<file path="config.mk">
export PLATFORM = sky130hd
export DESIGN_NAME = tpu_host_buffer
export DESIGN_NICKNAME = d
export VERILOG_FILES = /design/src/rtl/tpu_host_pkg.sv /design/src/rtl/tpu_byte_regfile.sv /design/src/rtl/tpu_host_buffer.sv
export SDC_FILE = /design/constraint.sdc
export NUM_CORES = 1
export LEC_CHECK = 0
export BUFFER_PORTS_ARGS = -buffer_cell sky130_fd_sc_hd__buf_2
export CAP_MARGIN = 20
export CORE_MARGIN = 3
export CORE_UTILIZATION = 45
export DETAILED_ROUTE_END_ITERATION = 8
export SYNTH_ARGS = -nofsm -noshare
export SYNTH_HDL_FRONTEND = slang
export SYNTH_HIERARCHICAL = 1
export SYNTH_SLANG_ARGS = --single-unit
</file>
<file path="constraint.sdc">
create_clock -name clk -period 7.95 [get_ports clk]
set_clock_uncertainty 0.2 [all_clocks]
set_input_delay 1.59 -clock clk [delete_from_list [all_inputs] [get_ports clk]]
set_output_delay 1.59 -clock clk [all_outputs]
set_load 0.05 [all_outputs]
</file>
<file path="src/rtl/tpu_host_pkg.sv">
// Shared definitions for the TPU host buffer: address regions, status window,
// run-controller states and status bit layout.
package tpu_host_pkg;

    typedef enum logic [1:0] {
        REG_W = 2'b00,
        REG_A = 2'b01,
        REG_R = 2'b10,
        REG_S = 2'b11
    } region_e;

    localparam logic [7:0] ADDR_STATUS = 8'hC0;
    localparam logic [7:0] ADDR_CYC_LO = 8'hC1;
    localparam logic [7:0] ADDR_CYC_HI = 8'hC2;

    typedef enum logic [1:0] {
        S_IDLE,
        S_RUN,
        S_DONE
    } state_e;

    localparam int STAT_BUSY = 0;
    localparam int STAT_DONE = 1;
    localparam int STAT_ERR  = 2;

    localparam logic [15:0] CYCLES_MAX = 16'hFFFF;

endpackage

</file>
<file path="src/rtl/tpu_byte_regfile.sv">
// DEPTH x 8 byte buffer: synchronous write, asynchronous host read,
// registered core read and a synchronous clear-all.
module tpu_byte_regfile #(
    parameter int  DEPTH = 16,
    localparam int IW    = $clog2(DEPTH)
) (
    input  logic          clk,
    input  logic          rst_n,
    input  logic          clr,
    input  logic          we,
    input  logic [IW-1:0] waddr,
    input  logic [7:0]    wdata,
    input  logic [IW-1:0] raddr,
    output logic [7:0]    rdata,
    input  logic [IW-1:0] raddr_r,
    output logic [7:0]    rdata_r
);

    logic [7:0] mem [DEPTH];

    // NOTE: the array itself is reset because every buffer must read 0x00 after
    // any reset, mid-run included; this forces flops rather than a RAM macro.
    always_ff @(posedge clk or negedge rst_n) begin
        if (!rst_n) begin
            for (int i = 0; i < DEPTH; i++) mem[i] <= '0;
            rdata_r <= '0;
        end else begin
            if (clr) begin
                for (int i = 0; i < DEPTH; i++) mem[i] <= '0;
            end else if (we) begin
                mem[waddr] <= wdata;
            end
            rdata_r <= mem[raddr_r];
        end
    end

    assign rdata = mem[raddr];

endmodule

</file>
<file path="src/rtl/tpu_host_buffer.sv">
// Host-side buffers and run controller between the UART bridge and the
// systolic core: address decode, one run per start pulse, busy/done/err.
module tpu_host_buffer
    import tpu_host_pkg::*;
#(
    parameter int  DEPTH   = 16,
    parameter int  TIMEOUT = 65535,
    localparam int IW      = $clog2(DEPTH)
) (
    input  logic          clk,
    input  logic          rst_n,
    input  logic [7:0]    host_addr,
    input  logic [7:0]    host_wdata,
    input  logic          host_valid,
    input  logic          host_we,
    input  logic          host_start,
    output logic [7:0]    host_rdata,
    output logic          busy,
    output logic          done,
    output logic          err,
    output logic          core_start,
    input  logic [IW-1:0] core_rd_idx,
    output logic [7:0]    core_weight,
    output logic [7:0]    core_act,
    input  logic          core_res_we,
    input  logic [IW-1:0] core_res_idx,
    input  logic [7:0]    core_res_data,
    input  logic          core_done
);

    localparam logic [16:0] TIMEOUT_CYC = 17'(TIMEOUT);

    state_e      state, state_next;
    region_e     region;
    logic        host_wr, in_range, running;
    logic        w_we, a_we, res_we, host_viol;
    logic        start_ok, timeout_hit;
    logic [15:0] run_cycles, cycles_next;
    logic [7:0]  w_rd, a_rd, r_rd, status;
    logic [7:0]  unused_res_rd;

    assign host_wr  = host_valid & host_we;
    assign region   = region_e'(host_addr[7:6]);
    assign in_range = int'(host_addr[5:0]) < DEPTH;
    assign running  = (state == S_RUN);
    assign busy     = running;
    assign done     = (state == S_DONE);

    // Weight/activation writes are locked out while the core is consuming them.
    assign w_we      = host_wr && region == REG_W && in_range && !running;
    assign a_we      = host_wr && region == REG_A && in_range && !running;
    assign res_we    = running && core_res_we && (int'(core_res_idx) < DEPTH);
    assign host_viol = running &&
                       ((host_wr && (region == REG_W || region == REG_A)) || host_start);

    assign cycles_next = (run_cycles == CYCLES_MAX) ? run_cycles : run_cycles + 16'd1;

    // NOTE: every signal driven here gets a default first so no latch is inferred.
    always_comb begin
        state_next  = state;
        start_ok    = 1'b0;
        timeout_hit = 1'b0;
        case (state)
            S_IDLE, S_DONE: begin
                if (host_start) begin
                    start_ok   = 1'b1;
                    state_next = S_RUN;
                end
            end
            S_RUN: begin
                if (core_done) begin
                    state_next = S_DONE;
                end else if ({1'b0, cycles_next} >= TIMEOUT_CYC) begin
                    timeout_hit = 1'b1;
                    state_next  = S_DONE;
                end
            end
            default: state_next = S_IDLE;
        endcase
    end

    always_ff @(posedge clk or negedge rst_n) begin
        if (!rst_n) state <= S_IDLE;
        else        state <= state_next;
    end

    always_ff @(posedge clk or negedge rst_n) begin
        if (!rst_n) begin
            core_start <= 1'b0;
            err        <= 1'b0;
            run_cycles <= '0;
        end else begin
            core_start <= start_ok;
            if (start_ok)     run_cycles <= '0;
            else if (running) run_cycles <= cycles_next;
            if (start_ok)                      err <= 1'b0;
            else if (host_viol || timeout_hit) err <= 1'b1;
        end
    end

    always_comb begin
        status            = '0;
        status[STAT_BUSY] = busy;
        status[STAT_DONE] = done;
        status[STAT_ERR]  = err;
    end

    always_comb begin
        host_rdata = '0;
        case (region)
            REG_W: if (in_range) host_rdata = w_rd;
            REG_A: if (in_range) host_rdata = a_rd;
            REG_R: if (in_range) host_rdata = r_rd;
            REG_S: begin
                case (host_addr)
                    ADDR_STATUS: host_rdata = status;
                    ADDR_CYC_LO: host_rdata = run_cycles[7:0];
                    ADDR_CYC_HI: host_rdata = run_cycles[15:8];
                    default:     host_rdata = '0;
                endcase
            end
            default: host_rdata = '0;
        endcase
    end

    tpu_byte_regfile #(.DEPTH(DEPTH)) u_weights (
        .clk     (clk),
        .rst_n   (rst_n),
        .clr     (1'b0),
        .we      (w_we),
        .waddr   (host_addr[IW-1:0]),
        .wdata   (host_wdata),
        .raddr   (host_addr[IW-1:0]),
        .rdata   (w_rd),
        .raddr_r (core_rd_idx),
        .rdata_r (core_weight)
    );

    tpu_byte_regfile #(.DEPTH(DEPTH)) u_acts (
        .clk     (clk),
        .rst_n   (rst_n),
        .clr     (1'b0),
        .we      (a_we),
        .waddr   (host_addr[IW-1:0]),
        .wdata   (host_wdata),
        .raddr   (host_addr[IW-1:0]),
        .rdata   (a_rd),
        .raddr_r (core_rd_idx),
        .rdata_r (core_act)
    );

    // Results are only read by the host, so the registered port is left idle.
    tpu_byte_regfile #(.DEPTH(DEPTH)) u_results (
        .clk     (clk),
        .rst_n   (rst_n),
        .clr     (start_ok),
        .we      (res_we),
        .waddr   (core_res_idx),
        .wdata   (core_res_data),
        .raddr   (host_addr[IW-1:0]),
        .rdata   (r_rd),
        .raddr_r ('0),
        .rdata_r (unused_res_rd)
    );

endmodule
</file>
Yosys cells after proc, flatten, opt, wreduce, memory -nomap -nowiden --
Index checks and enable logic that the tools add are counted.
Storage, ports and cells: bits in read-only memories 0, latch bits 0, input bits 39, RAM bits 0, memories kept 0, output and inout port bits 28, register bits 420
Cells by class: reduce and logical (&&, ||, !) cells 22, div/mod/pow operators 0, eq/ne operators 11, mux-type cells 43, add/sub/neg operators 1, order comparisons 7, bitwise operators 4, multiply operators 0, shift operators 0
Operators by type and width (number):
- 128-bit bitwise mux | 3
- 128-bit two-way mux | 2
- 8-bit binary-select mux with 4-bit select | 5
- 8-bit two-way mux | 15
- 8-bit demux with 4-bit select | 2
- 16-bit two-way mux | 3
- 8-bit one-hot mux with 4 select lines | 1
- 8-bit equality test, second input constant | 3
- 8-bit one-hot mux with 3 select lines | 1
- 16-bit by 1-bit adder with 16-bit output, second input constant | 1
- 16-bit equality test, second input constant | 1
- 16-bit greater-or-equal comparator, second input constant | 1
- 5-bit greater-or-equal comparator, second input constant | 3
- 4-bit NOT with 5-bit output | 3
- 1-bit logical AND | 11
- 5-bit by 1-bit less-than comparator with 1-bit output, second input constant | 2
- 1-bit two-way mux | 7
- 2-bit equality test, second input constant | 3
- 6-bit by 5-bit less-than comparator with 1-bit output, second input constant | 1
- 2-bit two-way mux | 3
- 2-bit nonzero test | 3
- 2-bit by 1-bit equality test with 1-bit output, second input constant | 2
- 2-bit zero test | 2
- 2-bit one-hot mux with 2 select lines | 1
- 7 further kinds | 9

Longest topological paths before layout --
Gate-level depths: netlist of the first run.
depth after elaboration 9, mapped depth 9, gate-level depth less buffers 7

Modules after synthesis --
Netlist of the first run, hierarchy kept.
By module, submodules not included:
- tpu_byte_regfile | cells each 760, seq. area each 3403.3 µm², area an instance 7861.3 µm², times used 3
- tpu_host_buffer | cells each 226, seq. area each 500.5 µm², area an instance 1770.4 µm², times used 1

Worst setup path before layout of the first run --
OpenSTA, ideal clock, no wires.
path kind input to output, start point input port host_addr[6], end point output port host_rdata[3], path slack 2.150 ns, arrival 4.010 ns, stages 7, required time 6.160 ns, cell sequence clkbuf_1 clkinv_1 or3_1 clkbuf_1 nor2_1 a21oi_1 a211oi_1
Between the ends: word-level cells in the longest chain between the ends 3, elaborated cells between the ends (all ways) 9, those cells by class eq/ne (6); mux (2); reduce/logical (1)
Ends and longest elaborated chain:
- start: declaration | RTL line tpu_host_buffer.sv:12 | input logic [7:0] host_addr,
- 8-bit equality test | RTL line tpu_host_buffer.sv:115 | case (host_addr)
- 8-bit one-hot mux with 3 select lines | RTL line tpu_host_buffer.sv:115
- 8-bit one-hot mux with 4 select lines * | RTL line tpu_host_buffer.sv:110 | case (region)
- end: declaration | RTL line tpu_host_buffer.sv:17 | output logic [7:0] host_rdata,
Every way passes the cells marked *; elsewhere a longest branch is shown, timed or not.

Worst setup path in the final report of the first run --
start point input port host_addr[0], end point output port host_rdata[0]
Between the ends: word-level cells in the longest chain between the ends 6, elaborated cells between the ends (all ways) 19, those cells by class order compare (1); eq/ne (3); mux (14); bitwise (1)
Ends and longest elaborated chain:
- 4-bit NOT with 5-bit output (implied by the code) | RTL line tpu_byte_regfile.sv:37 | assign rdata = mem[raddr];
- 8-bit binary-select mux with 4-bit select | RTL line tpu_byte_regfile.sv:37
- 8-bit two-way mux (implied by the code) (2 in a row) | RTL line tpu_byte_regfile.sv:37
- via r_rd[0] | RTL line tpu_host_buffer.sv:39 | logic [7:0] w_rd, a_rd, r_rd, status;
- 8-bit two-way mux | RTL line tpu_host_buffer.sv:113 | REG_R: if (in_range) host_rdata = r_rd;
- 8-bit one-hot mux with 4 select lines | RTL line tpu_host_buffer.sv:110
The timed path passes the listed nets, and every way through them passes these cells. The select of a mux whose other input is x is not followed.

==> flow_summary_export.csv, run 1 <==
group,metric,value,unit
outcome,run_status,"finished, final reports clean",
sta,timing.slew.headroom,26.0,%
placement,place_ws,1490,ps
grt,grt.busiest_layer,"met2",
hold_path,worst_hold_path.endpoint,"u_results/mem[117]",
grt,grt.total_usage,27.6,%
clock_tree,postCtsResizedCells,0,
clock_tree,max-clock-path-buffers,3,
sta,setup_violations,0,
placement,detailedPlacementHpwl,45100,microns
clock_tree,cts_htree_levels,2,
placement,place_area,0.0243,sq mm
hold_path,whs_path_depth,2,
sta,setup-tns-final,0,ps
power,sw_frac_of_total,27.3,%
routing,drt_drc_violations_left,0,
critical_path,cp_class,"in -> out",
power,switching_power,1370,uW
routing,route.detailed.vias_per_inst,6.89,
layout,flow.area_growth_from_synthesis,7.59,%
layout,sequential_cell_area,0.0105,sq mm
power,pwr-share-comb,10.4,%
hold_path,holdCritPathClass,"reg -> reg",
floorplan,die_h,238,microns
grt,grt_start_max_net_pins,149,
critical_path,cp_num_cells,8,
critical_path,crit_fanout,67,
clock_tree,worstSkewPairLatency,590,ps
grt,antenna_found_initial,3,
clock_tree,number_of_post_cts_setup_repair_buffers,0,
power,static-leakage-power,0.0105,uW
synthesis,synth_area_per_cell,9.94,sq um
critical_path,setup.worst_path.end_class,"output port",
critical_path,worst_r2r_endpoint,"u_weights/mem[111]",
layout,number_of_nets_in_the_layout,2322,
critical_path,critical_path.cell_chain,"buf_6 > buf_4 > mux4_1 > a22oi_1 > nand2_1 > a2bb2oi_1 > a211oi_1 > buf_2",
layout,ratio_of_cells_with_drive_above_1_in_the_final_layout,13.9,%
placement,gpl.final_weighted_congestion,0.849,
power,worst_ir_drop_vdd,0.145,mV
floorplan,ios,67,
synthesis,synth_cells,2428,
power,total_power_divided_by_cell_area,193,mW/mm^2
power,internal_power,3640,uW
critical_path,critical_path.n_buffers_inverters,3,
critical_path,worst_reg_to_reg_setup_slack,4570,ps
grt,use_met3,5.42,%
floorplan,initial_utilization,45.7,%
layout,final_common_cell,"sky130_fd_sc_hd__dfrtp_1",
routing,vias,20700,
critical_path,worst_path_required,6160,ps
floorplan,fp.dieW,238,microns
routing,initialDrtViolationCount,2667,
critical_path,cp-start-kind,"primary input",
power,pwr-share-seq,43.8,%
critical_path,ff2ff_path_depth,8,
clock_tree,postCtsHoldBufs,0,
critical_path,slowest_cell_on_the_critical_path,"sky130_fd_sc_hd__buf_6",
synthesis,synth_area,0.0241,sq mm
clock_tree,clock_tree.root_cell,"sky130_fd_sc_hd__clkbuf_16",
critical_path,worst_path_dominant_cell_family,"buffers and inverters",
critical_path,timing.critical_path.arrival,4660,ps
routing,firstDrtPassIters,5,
routing,avgRoutedWirePerCell,26.3,microns
critical_path,rr_startpoint,"state[0]",
layout,layout.cells.most_common_list,"sky130_fd_sc_hd__dfrtp_1, sky130_fd_sc_hd__o21ai_0, sky130_fd_sc_hd__nand3_1, sky130_fd_sc_hd__a21oi_1, sky130_fd_sc_hd__mux4_2",
floorplan,std_cell_rows,84,
synthesis,synth.yosys.warnings,6,
sta,min_period,6450,ps
job,drv.max_cap_violation_count,0,
floorplan,placeableCoreArea,0.0528,sq mm
sta,report.final.hold_viol_count,0,
power,clock_power_share,45.8,%
sta,worst_slew_pin_slew,1110,ps
grt,grt_pass1_wl,123000,microns
grt,number_of_global_route_vias_before_repair,20400,
layout,post-route-cell-area,0.0260,sq mm
sta,final.period_utilization,81.2,%
routing,postRouteWirelength,79200,microns
hold_path,hp-start,"u_results/mem[117]",
routing,postRouteAntennaNets,0,
grt,global_route.usage.met1,37.8,%
layout,n_fill_cell,4850,
grt,gr-usage-met2,44.6,%
clock_tree,tritoncts_num_sinks,420,
floorplan,floorplan.die_area,0.0564,sq mm
clock_tree,clk_pin_slew_worst_paths,60,ps
critical_path,slowest_delay,660,ps
sta,max_clock_freq,155,MHz
clock_tree,tritoncts,"yes",
sta,fin_ws,1500,ps
placement,port_buffers,66,
grt,global_route.overflow_total,0,
sta,rsz0062_at_grt,"false",
clock_tree,tritoncts.num_buffers,49,
layout,multi_input_gate_area,0.0121,sq mm
sta,timing.final.max_slew_violations,0,
==> state kept, by name, indices dropped and copies added, names as in the netlist <==
signal / flops
u_weights/mem: 128
u_results/mem: 128
u_weights/rdata_r: 8
run_cycles: 16
u_acts/rdata_r: 8
err: 1
u_acts/mem: 128
core_start: 1
state: 2
==> worst max-delay path by stage <==
stage | from | to
3_5_place_dp | host_addr[0] | host_rdata[0]
3_3_place_gp | host_addr[0] | host_rdata[0]
4_1_cts | host_addr[0] | host_rdata[0]
6_report | host_addr[0] | host_rdata[0]
5_1_grt | host_addr[0] | host_rdata[0]
2_1_floorplan | host_addr[6] | host_rdata[3]
==> cell type report <==
cell class / instances / area share, %
inverters: 4 / 0.0675
flip-flops and latches: 420 / 40.5
repair buffers: 119 / 3.29
clock inverters: 16 / 0.636
multi-input cells: 1688 / 46.6
clock buffers: 74 / 5.63
diodes: 1 / 0.00964
well taps: 688 / 3.32
==> per-stage QoR <==
| stage | hold slack, ps | instances | util, % | power [uW] |
|---|---|---|---|---|
| 2_1_floorplan | 302 | 2431 | - | 2550 |
| 6_report | 340 | 3010 | 49.2 | 5010 |
| 4_1_cts | 340 | 3009 | 49.2 | 5020 |
| 5_1_grt | 359 | 3010 | 49.2 | 5160 |
| 3_3_place_gp | 323 | 2911 | 45.8 | 2730 |
| 3_5_place_dp | 332 | 2919 | 46.1 | 2730 |
==> routing by layer <==
layer,routed length (microns),share of wire [%]
met1,32200,41
met2,37800,48
met3,6940,8.8
met4,2230,2.8
met5,0,0
==> power by group through the flow <==
stage | Sequential (uW) | Combinational [uW] | Clock (uW)
after global placement | 2230 | 499 | 0
after detailed placement | 2230 | 504 | 0
final | 2190 | 518 | 2290
after CTS | 2190 | 505 | 2330
after global routing | 2200 | 553 | 2410
after floorplan | 2220 | 332 | 0
==> worst min-delay path, delay by kind of cell (launching register included) <==
family             cells  cell delay (ps)
DFF                    1              370
AOI/OAI and AO/OA      2              130
Power figures use the tool's default switching activity.
==> inputs of run 2 (changes only) <==
==> constraint.sdc (replaced) <==
create_clock -name clk -period 6.5 [get_ports clk]
set_clock_uncertainty 0.2 [all_clocks]
set_input_delay 1.3 -clock clk [delete_from_list [all_inputs] [get_ports clk]]
set_output_delay 1.3 -clock clk [all_outputs]
set_load 0.05 [all_outputs]
==> flow_summary_export.csv, run 2 (synthesis results as in run 1) <==
group,metric,value,unit
layout,sequential_cell_area,0.0105,sq mm
critical_path,ff2ff_path_depth,7,
critical_path,slowest_delay,530,ps
critical_path,worst_reg_to_reg_setup_slack,2700,ps
routing,postRouteWirelength,78300,microns
power,worst_ir_drop_vdd,0.179,mV
clock_tree,worstSkewPairLatency,590,ps
clock_tree,cts_htree_levels,2,
grt,grt.busiest_layer,"met2",
critical_path,cp_class,"in -> out",
power,static-leakage-power,0.0104,uW
placement,gpl.final_weighted_congestion,0.841,
floorplan,floorplan.die_area,0.0564,sq mm
clock_tree,postCtsHoldBufs,0,
sta,report.final.hold_viol_count,0,
sta,setup_violations,0,
sta,min_period,5530,ps
layout,biggestRegsByFlops,"u_acts/mem (128), u_results/mem (128), u_weights/mem (128)",
layout,ratio_of_cells_with_drive_above_1_in_the_final_layout,13.7,%
routing,postRouteAntennaNets,0,
critical_path,timing.critical_path.arrival,4030,ps
floorplan,initial_utilization,45.7,%
critical_path,cp-start-kind,"primary input",
grt,global_route.overflow_total,0,
floorplan,std_cell_rows,84,
grt,use_met3,5.37,%
hold_path,whs_path_depth,2,
layout,final_common_cell,"sky130_fd_sc_hd__dfrtp_1",
placement,place.detailed.instances,2924,
clock_tree,postCtsResizedCells,0,
layout,finish.cell_count_without_fillers,3008,
critical_path,worst_r2r_endpoint,"u_acts/mem[111]",
layout,n_fill_cell,4805,
sta,timing.final.max_slew_violations,0,
grt,gr-usage-met2,43.2,%
routing,avgRoutedWirePerCell,26.0,microns
sta,rsz0062_at_grt,"false",
grt,grt_pass1_wl,122000,microns
grt,grt_start_max_net_pins,142,
placement,port_buffers,66,
clock_tree,clk_pin_slew_worst_paths,60,ps
critical_path,slowest_cell_on_the_critical_path,"sky130_fd_sc_hd__mux4_2",
critical_path,crit_fanout,49,
routing,drt_drc_violations_left,0,
routing,route.detailed.vias_per_inst,6.86,
hold_path,worst_hold_path.endpoint,"u_results/mem[122]",
routing,initialDrtViolationCount,2573,
sta,final.period_utilization,85.0,%
clock_tree,tritoncts_num_sinks,420,
floorplan,ios,67,
job,drv.max_cap_violation_count,0,
layout,layout.cells.most_common_list,"sky130_fd_sc_hd__dfrtp_1, sky130_fd_sc_hd__o21ai_0, sky130_fd_sc_hd__nand3_1, sky130_fd_sc_hd__a21oi_1, sky130_fd_sc_hd__mux4_2",
sta,worst_slew_pin_slew,1110,ps
floorplan,fp.dieW,238,microns
sta,max_clock_freq,181,MHz
grt,global_route.usage.met1,38.5,%
floorplan,die_h,238,microns
placement,detailedPlacementHpwl,44100,microns
layout,multi_input_gate_area,0.0121,sq mm
hold_path,holdCritPathClass,"reg -> reg",
clock_tree,tritoncts.num_buffers,47,
grt,number_of_global_route_vias_before_repair,20200,
clock_tree,max-clock-path-buffers,3,
critical_path,rr_startpoint,"state[0]",
layout,flow.area_growth_from_synthesis,6.89,%
layout,post-route-cell-area,0.0258,sq mm
routing,firstDrtPassIters,6,
grt,grt.total_usage,27.4,%
critical_path,setup.worst_path.end_class,"output port",
routing,vias,20600,
hold_path,hp-start,"u_results/mem[122]",
floorplan,placeableCoreArea,0.0528,sq mm
placement,place_area,0.0243,sq mm
clock_tree,tritoncts,"yes",
critical_path,critical_path.cell_chain,"buf_6 > buf_4 > mux4_2 > a22oi_1 > nand2_1 > a211oi_1 > a211oi_1 > buf_4 > buf_2",
clock_tree,number_of_post_cts_setup_repair_buffers,0,
sta,timing.slew.headroom,26.0,%
sta,setup-tns-final,0,ps
outcome,run_status,"finished, final reports clean",
grt,antenna_found_initial,1,
power,total_power_divided_by_cell_area,227,mW/mm^2
clock_tree,clock_tree.root_cell,"sky130_fd_sc_hd__clkbuf_16",
layout,number_of_nets_in_the_layout,2326,
critical_path,worst_path_required,5000,ps
-- run 2: cell count changes in the layout (fill, tap and decap cells not counted), moves of 2 or more --
cell	delta
sky130_fd_sc_hd__buf_12	+3
sky130_fd_sc_hd__buf_16	-2
sky130_fd_sc_hd__buf_4	+7
sky130_fd_sc_hd__bufinv_16	-3
sky130_fd_sc_hd__clkbuf_1	+2
sky130_fd_sc_hd__clkbuf_16	-3
sky130_fd_sc_hd__clkbuf_8	-4
-- run 2: layout make-up --
type                    count  share of cell area [%]
multi-input cells        1688                    46.9
flip-flops and latches    420                    40.8
clock buffers              69                    5.20
repair buffers            125                    3.44
well taps                 688                    3.34
clock inverters            13                   0.330
inverters                   4                  0.0679
diodes                      1                 0.00970
-- run 2: per-stage QoR --
step	utilization [%]	hold slack [ps]	setup WS, ps	power [uW]
finish	48.9	337	973	5850
global route	48.9	355	744	6050
CTS	48.8	340	1010	5880
detailed placement	46.1	332	1020	3350
global placement	46.1	323	1030	3340
floorplan	-	302	1280	3120
-- run 2: worst max-delay path by stage --
stage / slack [ps] / cells after the start / start / endpoint
after floorplan: 1280 / 7 / host_addr[6] / host_rdata[3]
after global placement: 1030 / 9 / host_addr[0] / host_rdata[4]
after detailed placement: 1020 / 9 / host_addr[0] / host_rdata[4]
after CTS: 1010 / 9 / host_addr[0] / host_rdata[4]
after global routing: 740 / 8 / host_addr[0] / host_rdata[5]
final: 970 / 9 / host_addr[0] / host_rdata[6]
-- run 2: metal layers --
layer  part of all wire [%]  up-vias  wire, microns
met2                     47     1143          36900
li1                       -     8831              -
met3                    9.4      159           7360
met5                      0        -              0
met1                     41    10500          31800
met4                    3.0        0           2310
-- run 2: power by group --
| group | total [uW] | switching [uW] | leakage [uW] | internal [uW] |
|---|---|---|---|---|
| sequential | 2680 | 36.7 | 0.00586 | 2650 |
| clock | 2530 | 1110 | 0.000699 | 1420 |
| combinational | 638 | 497 | 0.00385 | 141 |
| total | 5850 | 1640 | 0.0104 | 4210 |
-- run 2: worst max-delay path: cells and delay by family --
family / cells / cell delay (ps)
multiplexers: 1 / 530
buffers and inverters: 4 / 1260
AND/OR/NAND/NOR: 1 / 180
AO/OA/AOI/OAI: 3 / 720
==> inputs of run 3 (changes only) <==
--- a/config.mk
+++ b/config.mk
@@ -5,6 +5,7 @@
 export SDC_FILE = /design/constraint.sdc
 export NUM_CORES = 1
 export LEC_CHECK = 0
+export ABC_AREA = 1
 export BUFFER_PORTS_ARGS = -buffer_cell sky130_fd_sc_hd__buf_2
 export CAP_MARGIN = 20
 export CORE_MARGIN = 3
@@ -12,5 +13,4 @@
 export DETAILED_ROUTE_END_ITERATION = 8
 export SYNTH_ARGS = -nofsm -noshare
 export SYNTH_HDL_FRONTEND = slang
-export SYNTH_HIERARCHICAL = 1
 export SYNTH_SLANG_ARGS = --single-unit
==> flow_summary_export.csv, run 3 <==
group,metric,value,unit
layout,final_common_cell,"sky130_fd_sc_hd__nand2_1",
clock_tree,max-clock-path-buffers,3,
power,power,6370,uW
routing,drt_drc_violations_left,0,
grt,grt.total_usage,29.0,%
clock_tree,tritoncts.num_buffers,47,
clock_tree,number_of_post_cts_setup_repair_buffers,0,
synthesis,netlist_top_cells_area,"sky130_fd_sc_hd__dfrtp_1, sky130_fd_sc_hd__o21ai_0, sky130_fd_sc_hd__nand2_1",
synthesis,synth_enable_flop_cells,0,
placement,place.detailed.instances,3136,
layout,postLayoutCoreUtil,51.0,%
routing,initialDrtViolationCount,2504,
synthesis,synth_largest_type_area_fraction,49.8,%
placement,gpl.final_weighted_congestion,0.935,
synthesis,synth_commonest_cells,"sky130_fd_sc_hd__nand2_1, sky130_fd_sc_hd__o21ai_0, sky130_fd_sc_hd__dfrtp_1, sky130_fd_sc_hd__inv_1, sky130_fd_sc_hd__o22ai_1",
layout,finish.cell_count_without_fillers,3221,
critical_path,cp-start-kind,"primary input",
floorplan,fp.dieW,223,microns
layout,biggestRegsByFlops,"u_acts.mem (128), u_results.mem (128), u_weights.mem (128)",
placement,port_buffers,66,
grt,antenna_found_initial,1,
layout,diodes,0,
critical_path,worst_path_dominant_cell_family,"buffers and inverters",
synthesis,synth_cells,2606,
clock_tree,postCtsHoldBufs,0,
synthesis,syn_nets,2646,
clock_tree,tritoncts,"yes",
power,static-leakage-power,0.0102,uW
synthesis,synth_area_leader_cell,"sky130_fd_sc_hd__dfrtp_1",
grt,grt_start_max_net_pins,138,
floorplan,ios,67,
layout,n_fill_cell,4446,
placement,place_area,0.0219,sq mm
critical_path,crit_fanout,27,
critical_path,cp_class,"in -> out",
sta,rsz0062_at_grt,"false",
synthesis,synthMostInstantiatedCell,"sky130_fd_sc_hd__nand2_1",
job,drv.max_cap_violation_count,0,
layout,ratio_of_cells_with_drive_above_1_in_the_final_layout,8.89,%
critical_path,slowest_delay,400,ps
synthesis,netlist-cell-type-count,34,
clock_tree,worstSkewPairLatency,580,ps
outcome,run_status,"finished, final reports clean",
sta,timing.final.max_slew_violations,0,
clock_tree,clock_tree.root_cell,"sky130_fd_sc_hd__clkbuf_16",
routing,postRouteAntennaNets,0,
grt,global_route.overflow_total,0,
synthesis,ys_dominant_reg_cell,"sky130_fd_sc_hd__dfrtp_1",
synthesis,synth.yosys.warnings,0,
critical_path,critical_path.cell_chain,"buf_2 > inv_2 > nor2_4 > inv_2 > buf_4 > o21ai_0 > o21ai_0 > nand4_1 > nand3_1 > nand4_1 > buf_2",
critical_path,slowest_cell_on_the_critical_path,"sky130_fd_sc_hd__buf_4",
layout,flow.area_growth_from_synthesis,10.9,%
clock_tree,postCtsResizedCells,0,
floorplan,die_h,223,microns
sta,report.final.hold_viol_count,0,
synthesis,synth_area_per_cell,8.09,sq um
routing,firstDrtPassIters,8,
synthesis,synth.ff_latch_count,420,
layout,layout.cells.most_common_list,"sky130_fd_sc_hd__nand2_1, sky130_fd_sc_hd__o21ai_0, sky130_fd_sc_hd__dfrtp_1, sky130_fd_sc_hd__inv_1, sky130_fd_sc_hd__o22ai_1",
critical_path,setup.worst_path.end_class,"output port",
clock_tree,cts_htree_levels,2,
critical_path,critical_path.n_buffers_inverters,5,
grt,grt_pass1_wl,112000,microns
sta,timing.slew.headroom,32.1,%
floorplan,floorplan.die_area,0.0495,sq mm
sta,worst_slew_pin_slew,1020,ps
routing,postRouteWirelength,72900,microns
sta,setup_violations,0,
floorplan,initial_utilization,46.0,%
critical_path,worst_path_required,5000,ps
clock_tree,clk_pin_slew_worst_paths,60,ps
synthesis,synth-async-reset-ratio,100,%
routing,vias,19400,
synthesis,synth_area,0.0211,sq mm
sta,final.period_utilization,78.4,%
floorplan,placeableCoreArea,0.0459,sq mm
hold_path,holdCritPathClass,"reg -> reg",
clock_tree,tritoncts_num_sinks,420,
routing,avgRoutedWirePerCell,22.6,microns
routing,route.detailed.vias_per_inst,6.03,
layout,number_of_nets_in_the_layout,2625,
synthesis,proportion_of_synthesized_chip_area_in_sequential_cells,49.8,%
sta,setup-tns-final,0,ps
sta,max_clock_freq,196,MHz
sta,min_period,5100,ps
layout,post-route-cell-area,0.0234,sq mm
grt,number_of_global_route_vias_before_repair,18400,
power,total_power_divided_by_cell_area,272,mW/mm^2
critical_path,timing.critical_path.arrival,3600,ps
floorplan,std_cell_rows,78,
power,worst_ir_drop_vdd,0.218,mV
placement,detailedPlacementHpwl,47300,microns
run 3: cell families (layout without fill, tap and decap cells):
kind of cell    after synthesis  count (layout)  synth area share (%)
xor+xnor                      6               6                 0.249
buf+inv                     421             436                  7.88
compound gates              899             899                  23.9
simple gates                819             819                  16.2
fa+ha+maj                     1               1                0.0593
mux                          40              40                  1.90
flops                       420             420                  49.8
run 3: final timing paths:
check                                     end  cells past startpoint  slack, ps           from
hold / removal                  u_acts.mem[1]                      2        290  u_acts.mem[1]
setup / recovery                host_rdata[1]                     11       1400   host_addr[0]
min in group asynchronous          core_start                      1        560          rst_n
setup reg to reg           u_results.mem[115]                      7       3550       state[0]
max in group asynchronous      u_acts.mem[14]                      2       3880          rst_n
hold reg to reg                 u_acts.mem[1]                      2        290  u_acts.mem[1]
run 3: cell type report:
type | instances | area [sq um] | share of cell area [%]
clock inverter | 18 | 143 | 0.610
timing repair buffer | 99 | 719 | 3.07
clock buffer | 67 | 1380 | 5.91
multi-input combinational | 1765 | 8940 | 38.2
sequential | 420 | 10500 | 44.9
inverter | 252 | 946 | 4.04
tap | 600 | 751 | 3.21
run 3: metal layers:
layer | share of wire [%] | up-vias | global-route usage [%]
li1 | - | 8851 | -
met1 | 43 | 9415 | 41.3
met2 | 44 | 1004 | 44.3
met3 | 9.5 | 149 | 6.21
met4 | 3.3 | 2 | 9.47
met5 | 0.019 | - | 0
run 3: report_power, final:
group,switching (uW),total [uW],internal [uW]
clock,1120,2670,1560
combinational,662,867,206
sequential,85.2,2830,2750
total,1870,6370,4510
run 3: metrics by stage:
| step | setup slack [ps] | hold slack [ps] |
|---|---|---|
| 4_1_cts | 1510 | 290 |
| 3_3_place_gp | 1510 | 266 |
| 5_1_grt | 1310 | 301 |
| 2_1_floorplan | 2300 | 252 |
| 3_5_place_dp | 1510 | 274 |
| 6_report | 1400 | 287 |
run 3: worst reg2reg max path, delay by kind of cell (launching register included):
kind / cells / cell delay [ps]
AOI/OAI and AO/OA: 2 / 520
and+or+nand+nor: 2 / 1100
buffers and inverters: 3 / 600
DFF: 1 / 410
